`config.mk`:
```
export PLATFORM = sky130hd
export DESIGN_NAME = connect_count_accumulator_flat
export DESIGN_NICKNAME = d
export VERILOG_FILES = /design/src/rtl/connect_count_accumulator_pkg.sv /design/src/rtl/connect_count_accumulator_if.sv /design/src/rtl/connect_count_accumulator_result_fifo.sv /design/src/rtl/connect_count_accumulator.sv /design/src/flat_wrapper.sv
export SDC_FILE = /design/constraint.sdc
export NUM_CORES = 2
export LEC_CHECK = 0
export CORE_ASPECT_RATIO = 0.75
export CORE_MARGIN = 2
export CORE_UTILIZATION = 41
export CTS_CLUSTER_SIZE = 10
export DETAILED_ROUTE_END_ITERATION = 10
export PLACE_DENSITY_LB_ADDON = 0.05
export RECOVER_POWER = 100
export SETUP_SLACK_MARGIN = 0.3
export SYNTH_ARGS = -nofsm -noshare
export SYNTH_HDL_FRONTEND = slang
export SYNTH_SLANG_ARGS = --single-unit
```
`constraint.sdc`:
```
create_clock -name clk -period 3.8 [get_ports clk]
set_input_delay 0.57 -clock clk [delete_from_list [all_inputs] [get_ports clk]]
set_output_delay 0.57 -clock clk [all_outputs]
set_load 0.02 [all_outputs]
```
`src/rtl/connect_count_accumulator_pkg.sv`:
```
// Shared constants and the completed-top result record for the connected-count accumulator.
package connect_count_accumulator_pkg;

  localparam int COUNT_WIDTH             = 6;
  localparam int DEFAULT_SUM_WIDTH       = 64;
  localparam int DEFAULT_BOT_COUNT_WIDTH = 16;

  typedef struct packed {
    logic [DEFAULT_SUM_WIDTH-1:0]       sum;
    logic [DEFAULT_BOT_COUNT_WIDTH-1:0] bot_count;
    logic                               overflow;
    logic                               ecc;
  } result_t;

  function automatic int result_bits(input int sum_w, input int cnt_w);
    return sum_w + cnt_w + 2;
  endfunction

endpackage

```
`src/rtl/connect_count_accumulator_if.sv`:
```
// Result handshake bus between the accumulator's result FIFO and its consumer.
interface connect_count_accumulator_if #(
  parameter int SUM_WIDTH       = 64,
  parameter int BOT_COUNT_WIDTH = 16
);

  logic                       sumValid;
  logic                       sumReady;
  logic [SUM_WIDTH-1:0]       sumOut;
  logic [BOT_COUNT_WIDTH-1:0] botCountOut;
  logic                       sumOverflow;
  logic                       eccErrorOut;

  modport master (
    output sumValid, sumOut, botCountOut, sumOverflow, eccErrorOut,
    input  sumReady
  );

  modport slave (
    input  sumValid, sumOut, botCountOut, sumOverflow, eccErrorOut,
    output sumReady
  );

endinterface

```
`src/rtl/connect_count_accumulator_result_fifo.sv`:
```
// First-word-fall-through result FIFO with registered almost-full and a drop pulse on overflow.
module result_fifo #(
  parameter int WIDTH              = 8,
  parameter int DEPTH_LOG2         = 4,
  parameter int ALMOST_FULL_MARGIN = 4
) (
  input  logic             clk,
  input  logic             rst,
  input  logic             push,
  input  logic [WIDTH-1:0] push_data,
  input  logic             pop,
  output logic [WIDTH-1:0] head_data,
  output logic             head_valid,
  output logic             almost_full,
  output logic             drop
);

  localparam int DEPTH = 1 << DEPTH_LOG2;
  localparam logic [DEPTH_LOG2:0] FULL_COUNT = (DEPTH_LOG2+1)'(DEPTH);
  localparam logic [DEPTH_LOG2:0] AF_LEVEL   = (DEPTH_LOG2+1)'(DEPTH - ALMOST_FULL_MARGIN);

  logic [WIDTH-1:0]      mem_q [DEPTH];
  logic [WIDTH-1:0]      mem_d [DEPTH];
  logic [DEPTH_LOG2-1:0] wr_ptr_q, wr_ptr_d;
  logic [DEPTH_LOG2-1:0] rd_ptr_q, rd_ptr_d;
  logic [DEPTH_LOG2:0]   count_q, count_d;
  logic                  almost_full_q, almost_full_d;
  logic                  empty, full, push_ok, pop_ok;

  // A pop frees the slot at the same edge, so a full FIFO can still accept a push alongside it.
  always_comb begin
    empty         = (count_q == '0);
    full          = (count_q == FULL_COUNT);
    pop_ok        = pop && !empty;
    push_ok       = push && (!full || pop_ok);
    drop          = push && full && !pop_ok;
    mem_d         = mem_q;
    if (push_ok) mem_d[wr_ptr_q] = push_data;
    wr_ptr_d      = wr_ptr_q + DEPTH_LOG2'(push_ok);
    rd_ptr_d      = rd_ptr_q + DEPTH_LOG2'(pop_ok);
    unique case ({push_ok, pop_ok})
      2'b10:   count_d = count_q + 1'b1;
      2'b01:   count_d = count_q - 1'b1;
      default: count_d = count_q;
    endcase
    almost_full_d = (count_d >= AF_LEVEL);
  end

  always_ff @(posedge clk) begin
    if (!rst) begin
      mem_q         <= '{default: '0};
      wr_ptr_q      <= '0;
      rd_ptr_q      <= '0;
      count_q       <= '0;
      almost_full_q <= 1'b0;
    end else begin
      mem_q         <= mem_d;
      wr_ptr_q      <= wr_ptr_d;
      rd_ptr_q      <= rd_ptr_d;
      count_q       <= count_d;
      almost_full_q <= almost_full_d;
    end
  end

  assign head_data   = mem_q[rd_ptr_q];
  assign head_valid  = !empty;
  assign almost_full = almost_full_q;

endmodule

```
`src/rtl/connect_count_accumulator.sv`:
```
// Accumulates sum(2^connectCount) and valid-bot counts per top, queueing finished tops for a consumer.
module connect_count_accumulator
  import connect_count_accumulator_pkg::*;
#(
  parameter int SUM_WIDTH          = DEFAULT_SUM_WIDTH,
  parameter int BOT_COUNT_WIDTH    = DEFAULT_BOT_COUNT_WIDTH,
  parameter int FIFO_DEPTH_LOG2    = 4,
  parameter int ALMOST_FULL_MARGIN = 4
) (
  input  logic                   clk,
  input  logic                   rst,
  input  logic                   resultValid,
  input  logic [COUNT_WIDTH-1:0] connectCount,
  input  logic                   lastBotOfTop,
  input  logic                   eccStatusIn,
  connect_count_accumulator_if.master res,
  output logic                   fifoAlmostFull,
  output logic                   droppedResult
);

  localparam int RES_W = result_bits(SUM_WIDTH, BOT_COUNT_WIDTH);
  localparam logic [SUM_WIDTH-1:0] TERM_ONE = {{(SUM_WIDTH-1){1'b0}}, 1'b1};

  logic [SUM_WIDTH-1:0]       term_q, term_d;
  logic                       term_ovf_q, term_ovf_d;
  logic                       bot_inc_q, bot_inc_d;
  logic                       last_q, last_d;
  logic                       ecc_q, ecc_d;
  logic [SUM_WIDTH-1:0]       acc_sum_q, acc_sum_d;
  logic [BOT_COUNT_WIDTH-1:0] acc_cnt_q, acc_cnt_d;
  logic                       acc_ovf_q, acc_ovf_d;
  logic                       acc_ecc_q, acc_ecc_d;
  logic                       push_valid_q, push_valid_d;
  logic [RES_W-1:0]           push_data_q, push_data_d;
  logic                       dropped_q, dropped_d;
  logic [SUM_WIDTH-1:0]       sum_next;
  logic [BOT_COUNT_WIDTH-1:0] cnt_next;
  logic                       carry, ovf_next, ecc_next;
  logic [RES_W-1:0]           head_data;
  logic                       fifo_drop;

  // Counts at or beyond the sum width shift to zero, so they are flagged as overflow instead.
  always_comb begin
    term_d     = resultValid ? (TERM_ONE << connectCount) : '0;
    term_ovf_d = resultValid && (int'(connectCount) >= SUM_WIDTH);
    bot_inc_d  = resultValid;
    last_d     = lastBotOfTop;
    ecc_d      = eccStatusIn;
  end

  // The closing slot's contribution is folded in before the push; the next slot starts from zero.
  always_comb begin
    {carry, sum_next} = {1'b0, acc_sum_q} + {1'b0, term_q};
    cnt_next     = acc_cnt_q + {{(BOT_COUNT_WIDTH-1){1'b0}}, bot_inc_q};
    ovf_next     = acc_ovf_q | carry | term_ovf_q | (bot_inc_q && (acc_cnt_q == '1));
    ecc_next     = acc_ecc_q | ecc_q;
    push_valid_d = last_q;
    push_data_d  = {sum_next, cnt_next, ovf_next, ecc_next};
    acc_sum_d    = last_q ? '0   : sum_next;
    acc_cnt_d    = last_q ? '0   : cnt_next;
    acc_ovf_d    = last_q ? 1'b0 : ovf_next;
    acc_ecc_d    = last_q ? 1'b0 : ecc_next;
    dropped_d    = dropped_q | fifo_drop;
  end

  always_ff @(posedge clk) begin
    if (!rst) begin
      term_q       <= '0;
      term_ovf_q   <= 1'b0;
      bot_inc_q    <= 1'b0;
      last_q       <= 1'b0;
      ecc_q        <= 1'b0;
      acc_sum_q    <= '0;
      acc_cnt_q    <= '0;
      acc_ovf_q    <= 1'b0;
      acc_ecc_q    <= 1'b0;
      push_valid_q <= 1'b0;
      push_data_q  <= '0;
      dropped_q    <= 1'b0;
    end else begin
      term_q       <= term_d;
      term_ovf_q   <= term_ovf_d;
      bot_inc_q    <= bot_inc_d;
      last_q       <= last_d;
      ecc_q        <= ecc_d;
      acc_sum_q    <= acc_sum_d;
      acc_cnt_q    <= acc_cnt_d;
      acc_ovf_q    <= acc_ovf_d;
      acc_ecc_q    <= acc_ecc_d;
      push_valid_q <= push_valid_d;
      push_data_q  <= push_data_d;
      dropped_q    <= dropped_d;
    end
  end

  result_fifo #(
    .WIDTH             (RES_W),
    .DEPTH_LOG2        (FIFO_DEPTH_LOG2),
    .ALMOST_FULL_MARGIN(ALMOST_FULL_MARGIN)
  ) u_result_fifo (
    .clk        (clk),
    .rst        (rst),
    .push       (push_valid_q),
    .push_data  (push_data_q),
    .pop        (res.sumReady),
    .head_data  (head_data),
    .head_valid (res.sumValid),
    .almost_full(fifoAlmostFull),
    .drop       (fifo_drop)
  );

  assign {res.sumOut, res.botCountOut, res.sumOverflow, res.eccErrorOut} = head_data;
  assign droppedResult = dropped_q;

endmodule

```
`src/flat_wrapper.sv`:
```
// flat-port wrapper written by rule: the top's interface ports become plain ports
module connect_count_accumulator_flat import connect_count_accumulator_pkg::*;
#(
  parameter int SUM_WIDTH          = DEFAULT_SUM_WIDTH,
  parameter int BOT_COUNT_WIDTH    = DEFAULT_BOT_COUNT_WIDTH,
  parameter int FIFO_DEPTH_LOG2    = 4,
  parameter int ALMOST_FULL_MARGIN = 4
)
  (clk, rst, resultValid, connectCount, lastBotOfTop, eccStatusIn, fifoAlmostFull, droppedResult, res_sumValid, res_sumOut, res_botCountOut, res_sumOverflow, res_eccErrorOut, res_sumReady);
  connect_count_accumulator_if #(.SUM_WIDTH(SUM_WIDTH), .BOT_COUNT_WIDTH(BOT_COUNT_WIDTH)) res_i ();
  input  logic clk;
  input  logic rst;
  input  logic resultValid;
  input  logic [COUNT_WIDTH-1:0] connectCount;
  input  logic lastBotOfTop;
  input  logic eccStatusIn;
  output logic fifoAlmostFull;
  output logic droppedResult;
  output wire logic [$bits(res_i.sumValid)-1:0] res_sumValid;
  output wire logic [$bits(res_i.sumOut)-1:0] res_sumOut;
  output wire logic [$bits(res_i.botCountOut)-1:0] res_botCountOut;
  output wire logic [$bits(res_i.sumOverflow)-1:0] res_sumOverflow;
  output wire logic [$bits(res_i.eccErrorOut)-1:0] res_eccErrorOut;
  input wire logic [$bits(res_i.sumReady)-1:0] res_sumReady;
  assign res_sumValid = res_i.sumValid;
  assign res_sumOut = res_i.sumOut;
  assign res_botCountOut = res_i.botCountOut;
  assign res_sumOverflow = res_i.sumOverflow;
  assign res_eccErrorOut = res_i.eccErrorOut;
  assign res_i.sumReady = res_sumReady;
  connect_count_accumulator #(.SUM_WIDTH(SUM_WIDTH), .BOT_COUNT_WIDTH(BOT_COUNT_WIDTH), .FIFO_DEPTH_LOG2(FIFO_DEPTH_LOG2), .ALMOST_FULL_MARGIN(ALMOST_FULL_MARGIN)) u_core (.clk(clk), .rst(rst), .resultValid(resultValid), .connectCount(connectCount), .lastBotOfTop(lastBotOfTop), .eccStatusIn(eccStatusIn), .res(res_i), .fifoAlmostFull(fifoAlmostFull), .droppedResult(droppedResult));
endmodule
```
# Word level (Yosys, flattened, before mapping)
# Index checks and enable logic that the tools add are counted.
# classes
add_sub_neg	6
bitwise_logic	7
order_cmp	4
eq_ne	4
shift	1
n_div	0
n_mux	7
reduce_logical	13
n_mul	0
# ops
op	count
bitwise mux 1312 bit	1
binary-select mux 82 bit (select 4 bit)	1
demux 82 bit (select 4 bit)	1
two-way mux 82 bit	3
adder 64 x 64 -> 65 bit	1
<< shifter 1 x 6 -> 64 bit, first input constant	1
adder 16 x 1 -> 16 bit	1
== test 16 bit, second input constant	1
greater-or-equal comparator 5 bit, second input constant	2
inverter 4 -> 5 bit	2
one-hot mux 5 bit (2 select lines)	1
adder 4 x 1 -> 4 bit	2
logical AND 1 bit	6
adder 5 x 1 -> 5 bit, second input constant	1
== test 5 bit, second input constant	1
greater-or-equal comparator 5 x 4 -> 1 bit, second input constant	1
zero test 5 bit	1
less-than comparator 5 x 1 -> 1 bit, second input constant	1
subtractor 5 x 1 -> 5 bit, second input constant	1
OR 1 bit	4
zero test 1 bit	3
== test 2 x 1 -> 1 bit, second input constant	1
== test 2 bit, second input constant	1
AND reduction 2 bit	1
other kinds (3)	3
# totals
inputBits	12
register_bits	1559
memories	0
romBits	0
ramBits	0
out_inout_bits	85
latchBits	0

# Longest topological paths before layout
# depth
depth_word	8
mapped_depth	15
ltp_nobuf	13

# Cells and area by module
# Synthesis repeated with hierarchy kept, for this count alone.
# unflattened
cells_unflattened	7670
area_unflattened_um2	70218.6
# by_module_without_submodules
mod	cells_per_inst	n_inst	seq_area_each_um2	area_each_um2
result_fifo	6456	1	26545.5	59646.0
connect_count_accumulator	1214	1	4664.5	10572.6

# Least setup slack after synthesis
# Ideal clock, no wire load.
# synth_timing
path_type	register to output
start	register u_core.u_result_fifo.rd_ptr_q[0]
end	output res_botCountOut[0]
path_stages_with_launch	6
t_arrival_ps	2551
setup_slack_ps	679
path_buffers	3
cell_sequence	dfxtp_1 > clkbuf_1 > buf_1 > buf_1 > mux4_2 > mux4_2
# synth_via
elab_chain_len	4
# synth_rtl
item	line	rtl
from (decl)	connect_count_accumulator_result_fifo.sv:25	logic [DEPTH_LOG2-1:0] rd_ptr_q, rd_ptr_d;
from (signal assigned)	connect_count_accumulator_result_fifo.sv:59	rd_ptr_q <= rd_ptr_d;
inverter 4 -> 5 bit (not written as such)	connect_count_accumulator_result_fifo.sv:65	assign head_data = mem_q[rd_ptr_q];
binary-select mux 82 bit (select 4 bit)	connect_count_accumulator_result_fifo.sv:65	
two-way mux 82 bit (not written as such) (2 in series)	connect_count_accumulator_result_fifo.sv:65	
to (decl)	flat_wrapper.sv:21	output wire logic [$bits(res_i.botCountOut)-1:0] res_botCountOut;
# No other way between the ends. The select of a mux whose other input is x is not followed.

# Worst setup path after layout
# layout_timing
start	register u_core.u_result_fifo.rd_ptr_q[1]
end	output res_sumOut[58]
# layout_via
elab_chain_len	4
# layout_rtl
item	line	rtl
inverter 4 -> 5 bit (not written as such)	connect_count_accumulator_result_fifo.sv:65	
binary-select mux 82 bit (select 4 bit)	connect_count_accumulator_result_fifo.sv:65	
two-way mux 82 bit (not written as such) (2 in series)	connect_count_accumulator_result_fifo.sv:65	
to (decl)	flat_wrapper.sv:20	output wire logic [$bits(res_i.sumOut)-1:0] res_sumOut;
# No other way between the ends. The select of a mux whose other input is x is not followed.

==> run metrics <==
CTS Buf Count 177; unrepaired setup endpoints after global routing true; CP Capture Point res_sumOut[58]; cell mode on critical path mux4_2; hold_ws 0.402 ns; worst path bufs/invs 5; CP max-delay cell mux4_2; met3 usage 4.70%; H-Tree Depth 4; Fillers 14981; top-area cell type share of the netlist area 47.4%; Avg Inst Size Synth 8.63 um^2; die height 351 um; clock latency on the worst-skew pair 0.82 ns; most frequent cells after synthesis 2725 x nand2_1, 1559 x dfxtp_1, 1401 x a21oi_1, 662 x clkbuf_1, 410 x mux4_2; Hold Vio Cnt, Final 0; first-pass GRT wire length 366 mm; CP max FO 20; Worst-path clk slew 0.06 ns; Tcrit/Tclk final 97.1%; CTS tree built; CTS sink count 1559; max_slew headroom -86.1%; sequential cell area 31200 um^2; synthesis-stage register bit count 1559; vias 55498; Area contributors post-synth dfxtp_1 47%, nand2_1 16%, mux4_2 14%; final non-filler cell total 9695; Final setup viols 0; Highest Clock Rate 0.271 GHz; Max Cap Viol 5; clock skew 0.0289 ns; GR Layer Usage met1 44.0%; initial drt markers 6539; Setup CP Type flop to primary output; die area 164000 um^2; Global Route met2 Usage 47.2%; post-synth cell types 67; Reg2Reg Depth 9; FF-to-FF Start u_core.u_result_fifo.count_q[1]; YS warnings 0; VDD IR max 464 uV; Syn Inst Count 7625; Layout Nets 7611; layout cell share with drive strength beyond 1 14.2%; Post-synth EDFFs 0; Max stage delay on crit path 0.52 ns; largest net degree at the start of global routing 150; Congestion Overflow GR 0; IO Pins 97; CTS Hold Bufs 0; run status finished with violations; Post-Syn Area 65800 um^2; Leak 25.4 nW; setup TNS 0 ns; Cell Pwr Density 491 nW/um^2; Multi-input gate area 31800 um^2; largest area contributor in the netlist dfxtp_1; Die Wd 467 um; setup ws final 0.110 ns; share of synthesized registers carrying an async set or reset 0%; Critical Path Source u_core.u_result_fifo.rd_ptr_q[1]; Reg2Reg Setup Slack 0.23 ns; crit-path cells buf_8, buf_16, buf_12, clkbuf_4, mux4_2, mux4_2, buf_6; Core ar. 160000 um^2; clock buffer depth 3; final max-slew violation count 195; reg2reg end u_core.u_result_fifo.mem_q[298]; Worst Hold Class input pin to flop; Slew @ Worst Pin 2.79 ns; cell total after placement 9307; Residual DRC 0; Via density 5.72; Crit path max-delay family buffers and inverters; Final min period 3.69 ns; sequential area share after synthesis 47.4%; routed len/inst 26.2 um; vias in the first global route 51581; Site Rows 127; Post-Route WL 254 mm; Final Power 37.8 mW; GR peak layer met2; HPWL after DPL 137 mm; antenna violations before repair 8; critical path data required time 3.23 ns; Post-DRT Antenna Nets 0; CP Depth 7; failing checks max-capacitance violations, max-slew violations; top-count cell post-synth nand2_1; dpl ws 0.358 ns; root buf cell clkbuf_16; Initial Utilization 41.2%; First-pass DRT Iterations 5; Mapped Nets 7711; GPL Wtd Cong 0.890; crit path launch type flop; Area Overhead vs Synth 16.9%; I/O Buffers 96; critical path endpoint category primary output; Arr. time, crit path 3.12 ns; Synth Flop Type dfxtp_1; Tot GR Track Use 30.2%
[kinds of logic (layout without fill, tap and decap cells)]
family          Yosys count  count (layout)  synth area share, %
simple gates           3160            3160                 19.0
compound gates         1570            1570                 12.6
flops                  1559            1559                 47.4
buf+inv                 765             703                 4.44
mux                     424             424                 14.2
fa+ha+maj                74              74                 1.42
xor+xnor                 73              73                0.971
other cells               0               4                    0
[flip-flops by register name (all words and copies together), names as in the netlist, 4 cells and up]
signal,count
u_core.u_result_fifo.rd_ptr_q,4
u_core.u_result_fifo.wr_ptr_q,4
u_core.u_result_fifo.mem_q,1312
u_core.term_q,64
u_core.u_result_fifo.count_q,5
u_core.acc_cnt_q,16
u_core.push_data_q,82
u_core.acc_sum_q,64
[layer usage]
metal	part of all wire [%]	vias to the layer above
met1	45	27548
li1	-	25362
met2	45	2259
met5	0	-
met3	8.0	329
met4	2.1	0
[through the flow]
step	cell area, um^2	utilization (%)
after CTS	76700	48.0
final	77000	48.2
after global routing	76900	48.2
after floorplan	65800	-
after detailed placement	69700	43.7
after global placement	69700	43.7
[what timing repair did]
action	4_1_cts	5_1_grt
setup buffers	72	44
gates resized for setup	501	132
cloned	36	15
endpoints found under the setup margin	82	88
[area by class of cell]
class | instances | area share [%]
well taps | 2128 | 3.46
clock inverters | 12 | 0.236
clock buffers | 205 | 6.14
flip-flops and latches | 1559 | 40.6
multi-input cells | 5301 | 41.4
repair buffers | 457 | 8.04
diodes | 4 | 0.0130
inverters | 29 | 0.151
[report_power, final]
part           switching (mW)  internal (mW)
sequential             0.0897           16.4
combinational            2.68           3.10
clock                    6.80           8.72
[how the worst min path moves through the flow]
stage	endpoint	cells past startpoint	startpoint	slack (ns)
2_1_floorplan	u_core.push_data_q[0]	2	u_core.acc_ecc_q	0.42
3_3_place_gp	u_core.u_result_fifo.mem_q[359]	2	u_core.u_result_fifo.mem_q[359]	0.44
3_5_place_dp	u_core.u_result_fifo.mem_q[1174]	2	u_core.u_result_fifo.mem_q[1174]	0.44
4_1_cts	u_core.last_q	2	rst	0.17
5_1_grt	u_core.ecc_q	2	eccStatusIn	0.38
6_report	u_core.ecc_q	2	eccStatusIn	0.40
[layout by cell type (no fill, tap or decap), types with 45 or more instances in the layout]
| cell | Yosys | routed |
|---|---|---|
| nand2_1 | 2725 | 2717 |
| dfxtp_1 | 1559 | 1555 |
| a21oi_1 | 1401 | 1401 |
| mux4_2 | 410 | 410 |
| clkbuf_16 | 0 | 198 |
| nor2_1 | 163 | 155 |
| buf_12 | 0 | 114 |
| buf_4 | 6 | 109 |
| ha_1 | 73 | 73 |
| buf_6 | 0 | 49 |
| clkbuf_2 | 0 | 46 |
| o21ai_0 | 44 | 45 |
(Power assumes the default switching activity.)
